`src/rtl/count_memory.sv`:
```
// LIFO store for counter samples (lap/split times).
// Push on write, pop to registered out on read; read+write bypasses count to out.
module count_memory #(
  parameter int WIDTH = 12,
  parameter int DEPTH = 16
) (
  input  logic                       clk,
  input  logic                       nrst,
  input  logic                       read,
  input  logic                       write,
  input  logic [WIDTH-1:0]           count,
  output logic [WIDTH-1:0]           out,
  output logic                       empty,
  output logic                       full,
  output logic [$clog2(DEPTH):0]     level
);

  localparam int AW = $clog2(DEPTH);
  localparam int LW = AW + 1;
  localparam logic [LW-1:0] ONE   = LW'(1);
  localparam logic [LW-1:0] LFULL = LW'(DEPTH);
  localparam logic [AW-1:0] AONE  = AW'(1);

  logic [WIDTH-1:0] mem [DEPTH];

  logic [LW-1:0]    level_q, level_d;
  logic [WIDTH-1:0] out_q, out_d;
  logic             mem_we;
  logic [AW-1:0]    wr_addr;
  logic [AW-1:0]    top_addr;
  logic             push;
  logic             pop;
  logic             both;

  assign empty = (level_q == '0);
  assign full  = (level_q == LFULL);
  assign level = level_q;
  assign out   = out_q;

  assign both = read & write;
  assign push = write & ~read & ~full;
  assign pop  = read & ~write & ~empty;

  // When full the low pointer bits wrap to 0, so top is still DEPTH-1.
  assign wr_addr  = level_q[AW-1:0];
  assign top_addr = level_q[AW-1:0] - AONE;

  always_comb begin
    level_d = level_q;
    out_d   = out_q;
    mem_we  = 1'b0;
    unique case (1'b1)
      both: begin
        out_d = count;
      end
      push: begin
        mem_we  = 1'b1;
        level_d = level_q + ONE;
      end
      pop: begin
        out_d   = mem[top_addr];
        level_d = level_q - ONE;
      end
      default: ;
    endcase
  end

  always_ff @(posedge clk or negedge nrst) begin
    if (!nrst) begin
      level_q <= '0;
      out_q   <= '0;
    end else begin
      level_q <= level_d;
      out_q   <= out_d;
    end
  end

  // Storage is deliberately not reset; entries above level are never read.
  always_ff @(posedge clk) begin
    if (mem_we) begin
      mem[wr_addr] <= count;
    end
  end

endmodule

```
`config.mk`:
```
export PLATFORM = sky130hd
export DESIGN_NAME = count_memory
export DESIGN_NICKNAME = d
export VERILOG_FILES = /design/src/rtl/count_memory.sv
export SDC_FILE = /design/constraint.sdc
export NUM_CORES = 1
export LEC_CHECK = 0
export BUFFER_PORTS_ARGS = -buffer_cell sky130_fd_sc_hd__buf_2
export CAP_MARGIN = 15
export CORE_MARGIN = 2
export CORE_UTILIZATION = 55
export DETAILED_ROUTE_END_ITERATION = 10
export GPL_TIMING_DRIVEN = 1
export HOLD_SLACK_MARGIN = 0.15
export PLACE_DENSITY = 0.7
export SYNTH_ARGS = -nofsm -noshare
export SYNTH_HDL_FRONTEND = slang
export SYNTH_SLANG_ARGS = --single-unit
```
`constraint.sdc`:
```
create_clock -name clk -period 3.9 [get_ports clk]
set_input_delay 0.195 -clock clk [delete_from_list [all_inputs] [get_ports clk]]
set_output_delay 0.195 -clock clk [all_outputs]
set_load 0.005 [all_outputs]
```
==> results of run 1 <==
-- layer usage --
| metal | GRT usage | vias to the layer above | routed length (µm) |
|---|---|---|---|
| met5 | 0 | - | 0 |
| met4 | 0.0685 | 0 | 501 |
| met3 | 0.0355 | 43 | 864 |
| met2 | 0.383 | 139 | 8790 |
| met1 | 0.314 | 2316 | 7580 |
| li1 | - | 1924 | - |
-- sequential cells by signal, indices dropped and copies added (netlist names) --
signal and flops:
out 12, level 5, mem 192
-- stage by stage --
step	cells	hold slack (ns)	setup slack, ns
2_1_floorplan	433	-0.101	0.695
3_3_place_gp	659	0.183	1.21
3_5_place_dp	659	0.186	1.11
4_1_cts	714	0.200	1.09
5_1_grt	714	0.218	0.903
6_report	714	0.196	1.00
-- placed cells by master, fill, tap and decap left out, types with 2 or more instances in the layout --
cell type	Yosys	routed
a311oi_1	12	12
clkbuf_1	10	8
edfxtp_1	192	192
clkinv_2	0	4
nor3_2	0	3
buf_4	1	24
mux2i_1	14	14
nor3_1	19	16
buf_12	0	2
ha_1	6	5
xnor2_1	4	4
mux4_1	10	10
inv_1	3	3
mux4_2	38	38
buf_2	7	34
clkbuf_16	0	22
and2_1	3	3
o21ai_0	15	15
nor2_1	16	16
nand2b_1	5	5
clkinv_1	0	3
dlygate4sd3_1	0	15
nand2_1	31	31
dfrtp_1	17	16
a211o_1	12	12
-- what timing repair did --
item / 4_1_cts / 5_1_grt
gates resized for setup: 0 / 0
hold endpoints to repair: 210 / 0
hold buffers: 15 / 0
-- power by group through the flow --
stage,clock network [W],logic (W),registers [W]
floorplan,0,0.00191,0.00277
global placement,0,0.00264,0.00281
detailed placement,0,0.00267,0.00282
CTS,0.00196,0.00269,0.00278
global route,0.00204,0.00286,0.00280
finish,0.00192,0.00266,0.00278
-- area by class of cell --
type                            instances  area share
Sequential cell                       209       0.634
Multi-Input combinational cell        198       0.217
Clock buffer                           30      0.0594
Timing Repair Buffer                   75      0.0553
Tap cell                              188      0.0241
Clock inverter                         10     0.00909
Inverter                                4     0.00154
-- worst max-delay path: stages, from the launching register on --
cell      delay [ns]
dfrtp_1         0.47
inv_1           0.17
ha_2            0.22
or4b_4          0.22
inv_2           0.05
a21boi_1        0.88
o21ai_0         0.30
a311oi_1        0.38
a211o_1         0.15
-- cells by family after synthesis --
family                     synth area share
DFF                                   0.734
and+or+nand+nor                      0.0441
muxes                                 0.149
AOI/OAI and AO/OA                    0.0389
buffers and inverters                0.0166
xor gates and xnor gates            0.00845
adders and majority gates           0.00890
-- worst min-delay path by stage --
| stage | end | cells after the start |
|---|---|---|
| finish | out[1]$_DFFE_PN0P_ | 2 |
| detailed placement | out[1]$_DFFE_PN0P_ | 1 |
| floorplan | level[0]$_DFFE_PN0P_ | 0 |
| global placement | level[4]$_DFFE_PN0P_ | 1 |
| global route | out[4]$_DFFE_PN0P_ | 2 |
| CTS | out[5]$_DFFE_PN0P_ | 2 |
==> metrics.cfg, run 1 <==
[critical_path]
startpoint_type = flop
cp_data_required_time_ns = 4.34
crit_start = level[1]$_DFFE_PN0P_
crit_arrival_ns = 3.33
crit_end = out[7]$_DFFE_PN0P_
ff2ff_path_depth = 8
r2r_start = level[1]$_DFFE_PN0P_
r2r_slack_ns = 1.00
rr_endpoint = out[7]$_DFFE_PN0P_
worstSetupEndpointType = flop
critPathKind = flop to flop
cp_max_fo = 12

[finish]
nets = 532
fillCellCount = 1046
diodes = 0
final_area_mm2 = 0.00977
layout-drive-gt1-share = 0.259
final_util = 0.648
seq_area_mm2 = 0.00619
multi_input_area_mm2 = 0.00212
syn2layout_area_growth_pct = 15.9

[die]
rows = 45
dieArea_mm2 = 0.0163
core_area_mm2 = 0.0151
dieWidth_um = 128
die_h_um = 128
ios = 35
start_util = 0.559

[logic_synthesis]
syn_area_per_cell_um2 = 19.5
yosys-top-cells-area = edfxtp_1 (68%), mux4_2 (10%), dfrtp_1 (5.0%)
ys_seq_elements = 209
async_flop_share = 0.0813
yosysUniqueCellTypes = 34
syn_inst = 433
synth_area_leader_cell = edfxtp_1
yosysSeqAreaShare = 0.734
ys_warn_count = 0
synth-edff-count = 192
synth_fp_nets = 455
ys.flop_type = edfxtp_1
yosysMostFrequentCell = edfxtp_1
synth_top_area_frac = 0.683
netlist_area_mm2 = 0.00844
synth_common_cells = edfxtp_1 (192), mux4_2 (38), nand2_1 (31)

[global_routing]
grt_overflow = 0
grt_pass1_vias = 4600
track_usage = 0.228
antenna_found_initial = 0
grt_pass1_wl_mm = 27.3
grt_max_degree = 43

[timing]
slew_violations = 0
min_period_over_period = 0.743
rsz0062_at_grt = false
slew_headroom = 0.246
tns_ns = 0
setup_viol = 0
finalCriticalPeriod_ns = 2.90
skew_ns = 0.0116
final_hold_viol_count = 0
worst_pin_slew_ns = 1.13
fmax_mhz = 345

[routing]
ant_nets = 0
drc = 0
wl_per_cell_um = 24.8
vias = 4422
viasPerCell = 6.19
dr.pass1.iters = 5
first_iter_violations = 357
drt-total-wl_mm = 17.7

[pwr]
switchingPower_w = 0.00232
max-vdd-ir-drop_uv = 424
seq_power_share = 0.378
power_density_mw_per_mm2 = 752
total_power_w = 0.00735
p_leak_nw = 3.37
power_frac_clock = 0.261
combPwrFrac = 0.361
p_int_w = 0.00503
p_sw_frac = 0.316

[place]
dpl.hpwl_mm = 10.5
gp_congestion = 0.844
port_buffers = 34
dpl_cell_area_mm2 = 0.00895

[cts]
path_clk_slew_ns = 0.06
cts_tree = yes
root_buffer = clkbuf_16
cts_buffer_depth = 3
post_cts_buffers = 0
clock_sinks = 209
clk_latency_ns = 0.50
htree_levels = 1
numCtsBuffers = 22

[flow_run]
cap_violations = 0

[run_status]
outcome = complete, no violations

[worst_hold_path]
hold_path_class = primary input to async pin

Power figures use the tool's default switching activity.
==> run 2: changes to the inputs <==
--- a/config.mk
+++ b/config.mk
@@ -5,6 +5,7 @@
 export SDC_FILE = /design/constraint.sdc
 export NUM_CORES = 1
 export LEC_CHECK = 0
+export ABC_AREA = 1
 export BUFFER_PORTS_ARGS = -buffer_cell sky130_fd_sc_hd__buf_2
 export CAP_MARGIN = 15
 export CORE_MARGIN = 2
@@ -12,7 +13,7 @@
 export DETAILED_ROUTE_END_ITERATION = 10
 export GPL_TIMING_DRIVEN = 1
 export HOLD_SLACK_MARGIN = 0.15
-export PLACE_DENSITY = 0.7
+export PLACE_DENSITY = 0.73
 export SYNTH_ARGS = -nofsm -noshare
 export SYNTH_HDL_FRONTEND = slang
 export SYNTH_SLANG_ARGS = --single-unit
==> constraint.sdc (replaced) <==
create_clock -name clk -period 2.5 [get_ports clk]
set_input_delay 0.125 -clock clk [delete_from_list [all_inputs] [get_ports clk]]
set_output_delay 0.125 -clock clk [all_outputs]
set_load 0.005 [all_outputs]
==> run 2 against run 1 <==
Final area rose by 3.6%. Combinational power up 88%. Largest cell class unchanged. Sequential power rose by 54%. First-iteration DRC count is 92% higher. Register-to-register slack got worse by 0.81 ns. Clock skew increased by 0.00077 ns. Routed wire length increased by 19%. Non-clock buffer count increased by 6. Final cell count grew 44%. Core utilization decreased by 0.80 points. Count of clock-buffer cells in the layout rose by 2. Worst setup slack worse by 0.81 ns.
==> metrics.cfg, run 2 <==
[logic_synthesis]
synth.area.mux_share = 0  ; -0.149
yosysUniqueCellTypes = 29  ; -15%
ys.flop_type = edfxtp_1
syn_inst = 734  ; +70%
ys_warn_count = 0  ; unchanged
ys_seq_elements = 209  ; unchanged
synth-edff-count = 192  ; unchanged
synth_top_family_by_area = simple AND/OR/NAND/NOR gates
netlist_area_mm2 = 0.00886  ; +5.0%
synth_area_leader_cell = edfxtp_1
yosys-top-cells-area = edfxtp_1 (65%), nor2_1 (7.9%), o21ai_0 (4.9%)
synth_fa_ha_area_frac = 0.00847  ; -0.000426
synthSimpleGateAreaFrac = 0.147  ; +0.103
synth_common_cells = edfxtp_1 (192), nor2_1 (187), o21ai_0 (87)
yosysSeqAreaShare = 0.699  ; -0.0351
yosysMostFrequentCell = edfxtp_1
synth_compound_area_frac = 0.101  ; +0.0621
async_flop_share = 0.0813  ; unchanged
synth_fp_nets = 756  ; +66%
syn_area_per_cell_um2 = 12.1  ; -38%
synth_xor_area_frac = 0.00692  ; -0.00153
synth_top_area_frac = 0.651  ; -0.0327

[finish]
largest_register_ffs = 192  ; unchanged
syn2layout_area_growth_pct = 14.3
top_register = mem
final_util = 0.640  ; -0.00800
fillCellCount = 1206  ; +15%
diodes = 0  ; unchanged
layout-drive-gt1-share = 0.155  ; -0.103
most-common-layout-cells = edfxtp_1 (192), nor2_1 (186), o21ai_0 (87)
final_common_cell = edfxtp_1
nets = 818  ; +54%

[place]
gp_congestion = 0.885  ; +4.9%
port_buffers = 34  ; unchanged
dpl.hpwl_mm = 12.4  ; +18%

[routing]
topRoutingLayerUsed = met4
met1_length_mm = 8.53  ; +12%
ant_nets = 0  ; unchanged
wl_per_cell_um = 20.6  ; -17%
dr.pass1.iters = 5  ; unchanged
vias = 5848  ; +32%
drt-total-wl_mm = 21.2  ; +19%
drc = 0  ; unchanged
viasPerCell = 5.69  ; -8.1%
route.met3.wl_mm = 1.52  ; +75%
wl_met2_mm = 10.4  ; +18%
first_iter_violations = 686  ; +92%

[timing]
setup_viol = 0  ; unchanged
final_hold_viol_count = 0  ; unchanged
finalCriticalPeriod_ns = 2.31  ; -0.587 ns
slew_violations = 0  ; unchanged
min_period_over_period = 0.924  ; +0.181
skew_ns = 0.0124  ; +0.000766 ns
slew_headroom = 0.315  ; +0.0694
worst_pin_slew_ns = 1.02  ; -0.105 ns
rsz0062_at_grt = false
fmax_mhz = 433  ; +25%
tns_ns = 0  ; unchanged

[cts]
path_clk_slew_ns = 0.07  ; about the same
post_cts_buffers = 0  ; unchanged
holdBufCountCts = 16  ; +1
cts_tree = yes
numCtsBuffers = 21  ; -4.5%
clk_latency_ns = 0.50  ; about the same
htree_levels = 1  ; unchanged
root_buffer = clkbuf_16
clock_sinks = 209  ; unchanged
cts_buffer_depth = 3  ; unchanged
post_cts_resized = 0  ; unchanged

[worst_hold_path]
hold_depth = 2
hold_path_class = flop to flop
holdPathEnd = out[1]$_DFFE_PN0P_
hold_path.startpoint = out[1]$_DFFE_PN0P_

[global_routing]
grt_max_degree = 103  ; +140%
grt_overflow = 0  ; unchanged
antenna_found_initial = 0  ; unchanged
grt_pass1_wl_mm = 32.1  ; +18%
track_usage = 0.253  ; +0.0251
grt_pass1_vias = 5738  ; +25%

[critical_path]
critPathKind = flop to flop
cp_max_fo = 96  ; +84
r2r_slack_ns = 0.19  ; -0.81 ns
worstSetupEndpointType = flop
startpoint_type = flop
rr_endpoint = out[8]$_DFFE_PN0P_
ff2ff_path_depth = 10  ; +2
crit_arrival_ns = 2.70  ; -0.63 ns
r2r_start = level[1]$_DFFE_PN0P_
cp_data_required_time_ns = 2.89  ; -1.45 ns

[die]
die_h_um = 131  ; +2.4%
dieArea_mm2 = 0.0171  ; +4.9%
dieWidth_um = 131  ; +2.4%
start_util = 0.560  ; +0.000725
rows = 46  ; +2.2%
core_area_mm2 = 0.0158  ; +4.9%
ios = 35  ; unchanged

[pwr]
p_leak_nw = 3.57  ; +5.9%
total_power_w = 0.0123  ; +67%
max-vdd-ir-drop_uv = 1120  ; +160%
power_density_mw_per_mm2 = 1210  ; +61%

[flow_run]
cap_violations = 0  ; unchanged

[run_status]
outcome = complete, no violations

## run 2: layout make-up
| class | instances | area [µm²] | area share |
|---|---|---|---|
| clock inverters | 6 | 82.6 | 0.00816 |
| flip-flops and latches | 209 | 6190 | 0.612 |
| well taps | 216 | 270 | 0.0267 |
| repair buffers | 81 | 588 | 0.0581 |
| inverters | 22 | 87.6 | 0.00865 |
| clock buffers | 32 | 567 | 0.0560 |
| multi-input cells | 461 | 2340 | 0.231 |
## run 2: where the power goes
group | internal, W | switching (W) | leakage (nW)
clock network | 0.00177 | 0.00123 | 0.314
logic | 0.00167 | 0.00334 | 1.33
registers | 0.00408 | 0.000208 | 1.93
## run 2: worst max path at each step
stage	from	to	slack [ns]
floorplan	level[0]$_DFFE_PN0P_	mem[13][0]$_DFFE_PP_	-0.06
global placement	level[1]$_DFFE_PN0P_	out[6]$_DFFE_PN0P_	0.32
detailed placement	level[1]$_DFFE_PN0P_	out[6]$_DFFE_PN0P_	0.28
CTS	level[1]$_DFFE_PN0P_	out[8]$_DFFE_PN0P_	0.21
global route	level[1]$_DFFE_PN0P_	out[8]$_DFFE_PN0P_	0.02
finish	level[1]$_DFFE_PN0P_	out[8]$_DFFE_PN0P_	0.19
## run 2: logic make-up (layout without fill, tap and decap cells)
kind of cell / Yosys count / after routing
simple gates: 300 / 300
buf+inv: 64 / 141
xor+xnor: 4 / 4
compound gates: 151 / 151
fa+ha+maj: 6 / 6
flops: 209 / 209
## run 2: routing by layer
metal | vias to the layer above | global-route usage
li1 | 2732 | -
met1 | 2819 | 0.349
met2 | 247 | 0.419
met3 | 50 | 0.0334
met4 | 0 | 0.0914
met5 | - | 0
## run 2: critical path, stage by stage (launching register included)
cell and delay (ns):
dfrtp_1 0.49, inv_1 0.17, ha_2 0.37, buf_12 0.31
nor2_1 0.11, o21ai_0 0.12, o211ai_1 0.15, nand3_2 0.13
nand3_1 0.11, nand2_1 0.08, nand2_1 0.05
## run 2: through the flow
stage / worst slack, ns / cell area [µm²] / cells / hold slack (ns)
after floorplan: -0.0571 / 8860 / 734 / -0.171
after CTS: 0.211 / 10100 / 1027 / 0.478
final: 0.191 / 10100 / 1027 / 0.476
after global placement: 0.321 / 9320 / 973 / 0.120
after global routing: 0.0185 / 10100 / 1027 / 0.497
after detailed placement: 0.279 / 9320 / 973 / 0.121
==> run 3: changes to the inputs <==
--- a/config.mk
+++ b/config.mk
@@ -6,7 +6,7 @@
 export NUM_CORES = 1
 export LEC_CHECK = 0
 export ABC_AREA = 1
-export BUFFER_PORTS_ARGS = -buffer_cell sky130_fd_sc_hd__buf_2
+export BUFFER_PORTS_ARGS = -buffer_cell sky130_fd_sc_hd__buf_4
 export CAP_MARGIN = 15
 export CORE_MARGIN = 2
 export CORE_UTILIZATION = 55
@@ -14,6 +14,7 @@
 export GPL_TIMING_DRIVEN = 1
 export HOLD_SLACK_MARGIN = 0.15
 export PLACE_DENSITY = 0.73
+export SETUP_SLACK_MARGIN = 0.1
 export SYNTH_ARGS = -nofsm -noshare
 export SYNTH_HDL_FRONTEND = slang
 export SYNTH_SLANG_ARGS = --single-unit
==> run 3 against run 2 <==
Critical path depth decreased by 1. Global-route usage is 0.054 points lower. Sequential power about the same. Sequential share of layout area decreased by 0.87 points. Clock skew is 0.0027 ns lower. Core utilization grew 0.92 points. Sequential cell count is the same. Largest cell class unchanged.
==> metrics.cfg, run 3 (same netlist as run 2, synthesis figures left out) <==
[run_status]
outcome = complete, no violations

[critical_path]
crit_arrival_ns = 2.68  ; -0.02 ns
worstSetupEndpointType = flop
rr_endpoint = out[8]$_DFFE_PN0P_
ff2ff_path_depth = 9  ; -1
worst_path_largest_cell_delay_ns = 0.49  ; about the same
critPathKind = flop to flop
critical_path.cell_chain = inv_1, ha_2, buf_12, o21ai_0, o211ai_1, nand3_2, nand3_1, nand2_1, nand2_1
r2r_slack_ns = 0.26  ; +0.07 ns
startpoint_type = flop
crit_slowest_cell = dfrtp_1
cp_data_required_time_ns = 2.94  ; +0.05 ns
cp_max_fo = 56  ; -42%
crit_path_frequent_cell = nand2_1
r2r_start = level[1]$_DFFE_PN0P_

[pwr]
power_frac_clock = 0.246  ; +0.002
max-vdd-ir-drop_uv = 862  ; -23%
p_sw_frac = 0.386  ; -0.00270
p_int_w = 0.00772  ; +2.6%
total_power_w = 0.0126  ; +2.2%
power_density_mw_per_mm2 = 1220  ; +0.73%
seq_power_share = 0.341  ; -0.008
switchingPower_w = 0.00485  ; +1.5%
combPwrFrac = 0.413  ; +0.006
p_leak_nw = 3.64  ; +1.8%

[place]
placed_cells = 975  ; +0.21%
gp_congestion = 0.936  ; +5.7%
port_buffers = 34  ; unchanged
dpl.hpwl_mm = 12.7  ; +1.7%
dpl_cell_area_mm2 = 0.00943  ; +1.2%

[routing]
wl_per_cell_um = 20.3  ; -1.5%
drt-total-wl_mm = 20.9  ; -1.2%
viasPerCell = 5.74  ; +0.78%
dr.pass1.iters = 5  ; unchanged
drc = 0  ; unchanged
first_iter_violations = 578  ; -16%
ant_nets = 0  ; unchanged
vias = 5911  ; +1.1%

[timing]
min_period_over_period = 0.896  ; -0.0275
rsz0062_at_grt = false
skew_ns = 0.00963  ; -0.00275 ns
slew_violations = 0  ; unchanged
fmax_mhz = 446  ; +3.1%
tns_ns = 0  ; unchanged
final_hold_viol_count = 0  ; unchanged
setup_viol = 0  ; unchanged
slew_headroom = 0.295  ; -0.0197
worst_pin_slew_ns = 1.05  ; +0.0295 ns
finalCriticalPeriod_ns = 2.24  ; -0.0687 ns

[global_routing]
antenna_found_initial = 0  ; unchanged
track_usage = 0.253  ; -0.000536
grt_max_degree = 103  ; unchanged
grt_overflow = 0  ; unchanged
grt_pass1_wl_mm = 32.2  ; +0.30%
grt_pass1_vias = 5780  ; +0.73%

[finish]
fin_cells = 1030  ; +0.29%
fillCellCount = 1166  ; -3.3%
syn2layout_area_growth_pct = 15.9
final_util = 0.649  ; +0.00925
final_common_cell = edfxtp_1
most-common-layout-cells = edfxtp_1 (192), nor2_1 (186), o21ai_0 (87)
largest_register_ffs = 192  ; unchanged
layout-drive-gt1-share = 0.163  ; +0.00803
diodes = 0  ; unchanged
top_register = mem
nets = 820  ; +0.24%
final_area_mm2 = 0.0103  ; +1.4%

[cts]
clock_sinks = 209  ; unchanged
cts_buffer_depth = 3  ; unchanged
path_clk_slew_ns = 0.06  ; about the same
numCtsBuffers = 22  ; +4.8%
htree_levels = 1  ; unchanged
root_buffer = clkbuf_16
post_cts_resized = 0  ; unchanged
clk_latency_ns = 0.50  ; about the same
cts_tree = yes

[worst_hold_path]
holdPathEnd = out[0]$_DFFE_PN0P_
hold_path.startpoint = read
hold_depth = 5  ; +3
hold_path_class = primary input to flop

[die]
die_h_um = 131  ; unchanged
rows = 46  ; unchanged
ios = 35  ; unchanged
dieWidth_um = 131  ; unchanged
dieArea_mm2 = 0.0171  ; unchanged
core_area_mm2 = 0.0158  ; unchanged
start_util = 0.560  ; unchanged

[flow_run]
cap_violations = 0  ; unchanged

[run 3: changes by cell type in the layout (fill, tap and decap cells not counted), sizes merged]
cell / previous run / this run
buf: 65 / 67
clkbuf: 32 / 28
clkinv: 3 / 10
dlygate4sd3: 16 / 15
bufinv: 2 / 1
[run 3: cell type report]
class | instances | area [µm²] | share of cell area
sequential | 209 | 6190 | 0.603
multi-input combinational | 461 | 2340 | 0.228
timing repair buffer | 82 | 691 | 0.0672
clock buffer | 28 | 604 | 0.0588
tap | 216 | 270 | 0.0263
clock inverter | 12 | 88.8 | 0.00865
inverter | 22 | 87.6 | 0.00853
[run 3: repair_timing]
action | 4_1_cts | 5_1_grt
setup buffers | 0 | 0
endpoints found under the hold margin | 221 | 0
hold buffers | 15 | 0
[run 3: power groups by stage]
stage / registers, W / clock network, W / logic, W
6_report: 0.00429 / 0.00309 / 0.00519
5_1_grt: 0.00431 / 0.00327 / 0.00571
4_1_cts: 0.00429 / 0.00312 / 0.00519
3_5_place_dp: 0.00436 / 0 / 0.00516
3_3_place_gp: 0.00435 / 0 / 0.00503
2_1_floorplan: 0.00428 / 0 / 0.00370
[run 3: critical path, delay by kind of cell, from the launching register on]
kind / cells / cell delay (ns)
flip-flops: 1 / 0.49
adder cells (fa/ha/maj): 1 / 0.44
buffers and inverters: 2 / 0.43
AND/OR/NAND/NOR: 4 / 0.39
AO/OA/AOI/OAI: 2 / 0.38
[run 3: through the flow]
stage	hold slack [ns]	setup slack, ns
after CTS	0.163	0.284
final	0.168	0.259
after global placement	0.0354	0.340
after global routing	0.197	0.102
after detailed placement	0.0347	0.294
after floorplan	-0.171	-0.0571
[run 3: routing by layer]
layer  vias up  global-route usage  share of wire
li1       2736                   -              -
met1      2927               0.345           0.41
met2       208               0.419           0.50
met3        40              0.0436          0.063
met4         0              0.0795          0.028
met5         -                   0              0
[run 3: how the worst max path moves through the flow]
stage,endpoint,cells after the start,startpoint
after floorplan,mem[13][0]$_DFFE_PP_,12,level[0]$_DFFE_PN0P_
after global placement,mem[10][1]$_DFFE_PP_,6,level[0]$_DFFE_PN0P_
after detailed placement,mem[10][9]$_DFFE_PP_,10,level[1]$_DFFE_PN0P_
after CTS,mem[10][9]$_DFFE_PP_,10,level[1]$_DFFE_PN0P_
after global routing,out[8]$_DFFE_PN0P_,9,level[1]$_DFFE_PN0P_
final,out[8]$_DFFE_PN0P_,9,level[1]$_DFFE_PN0P_
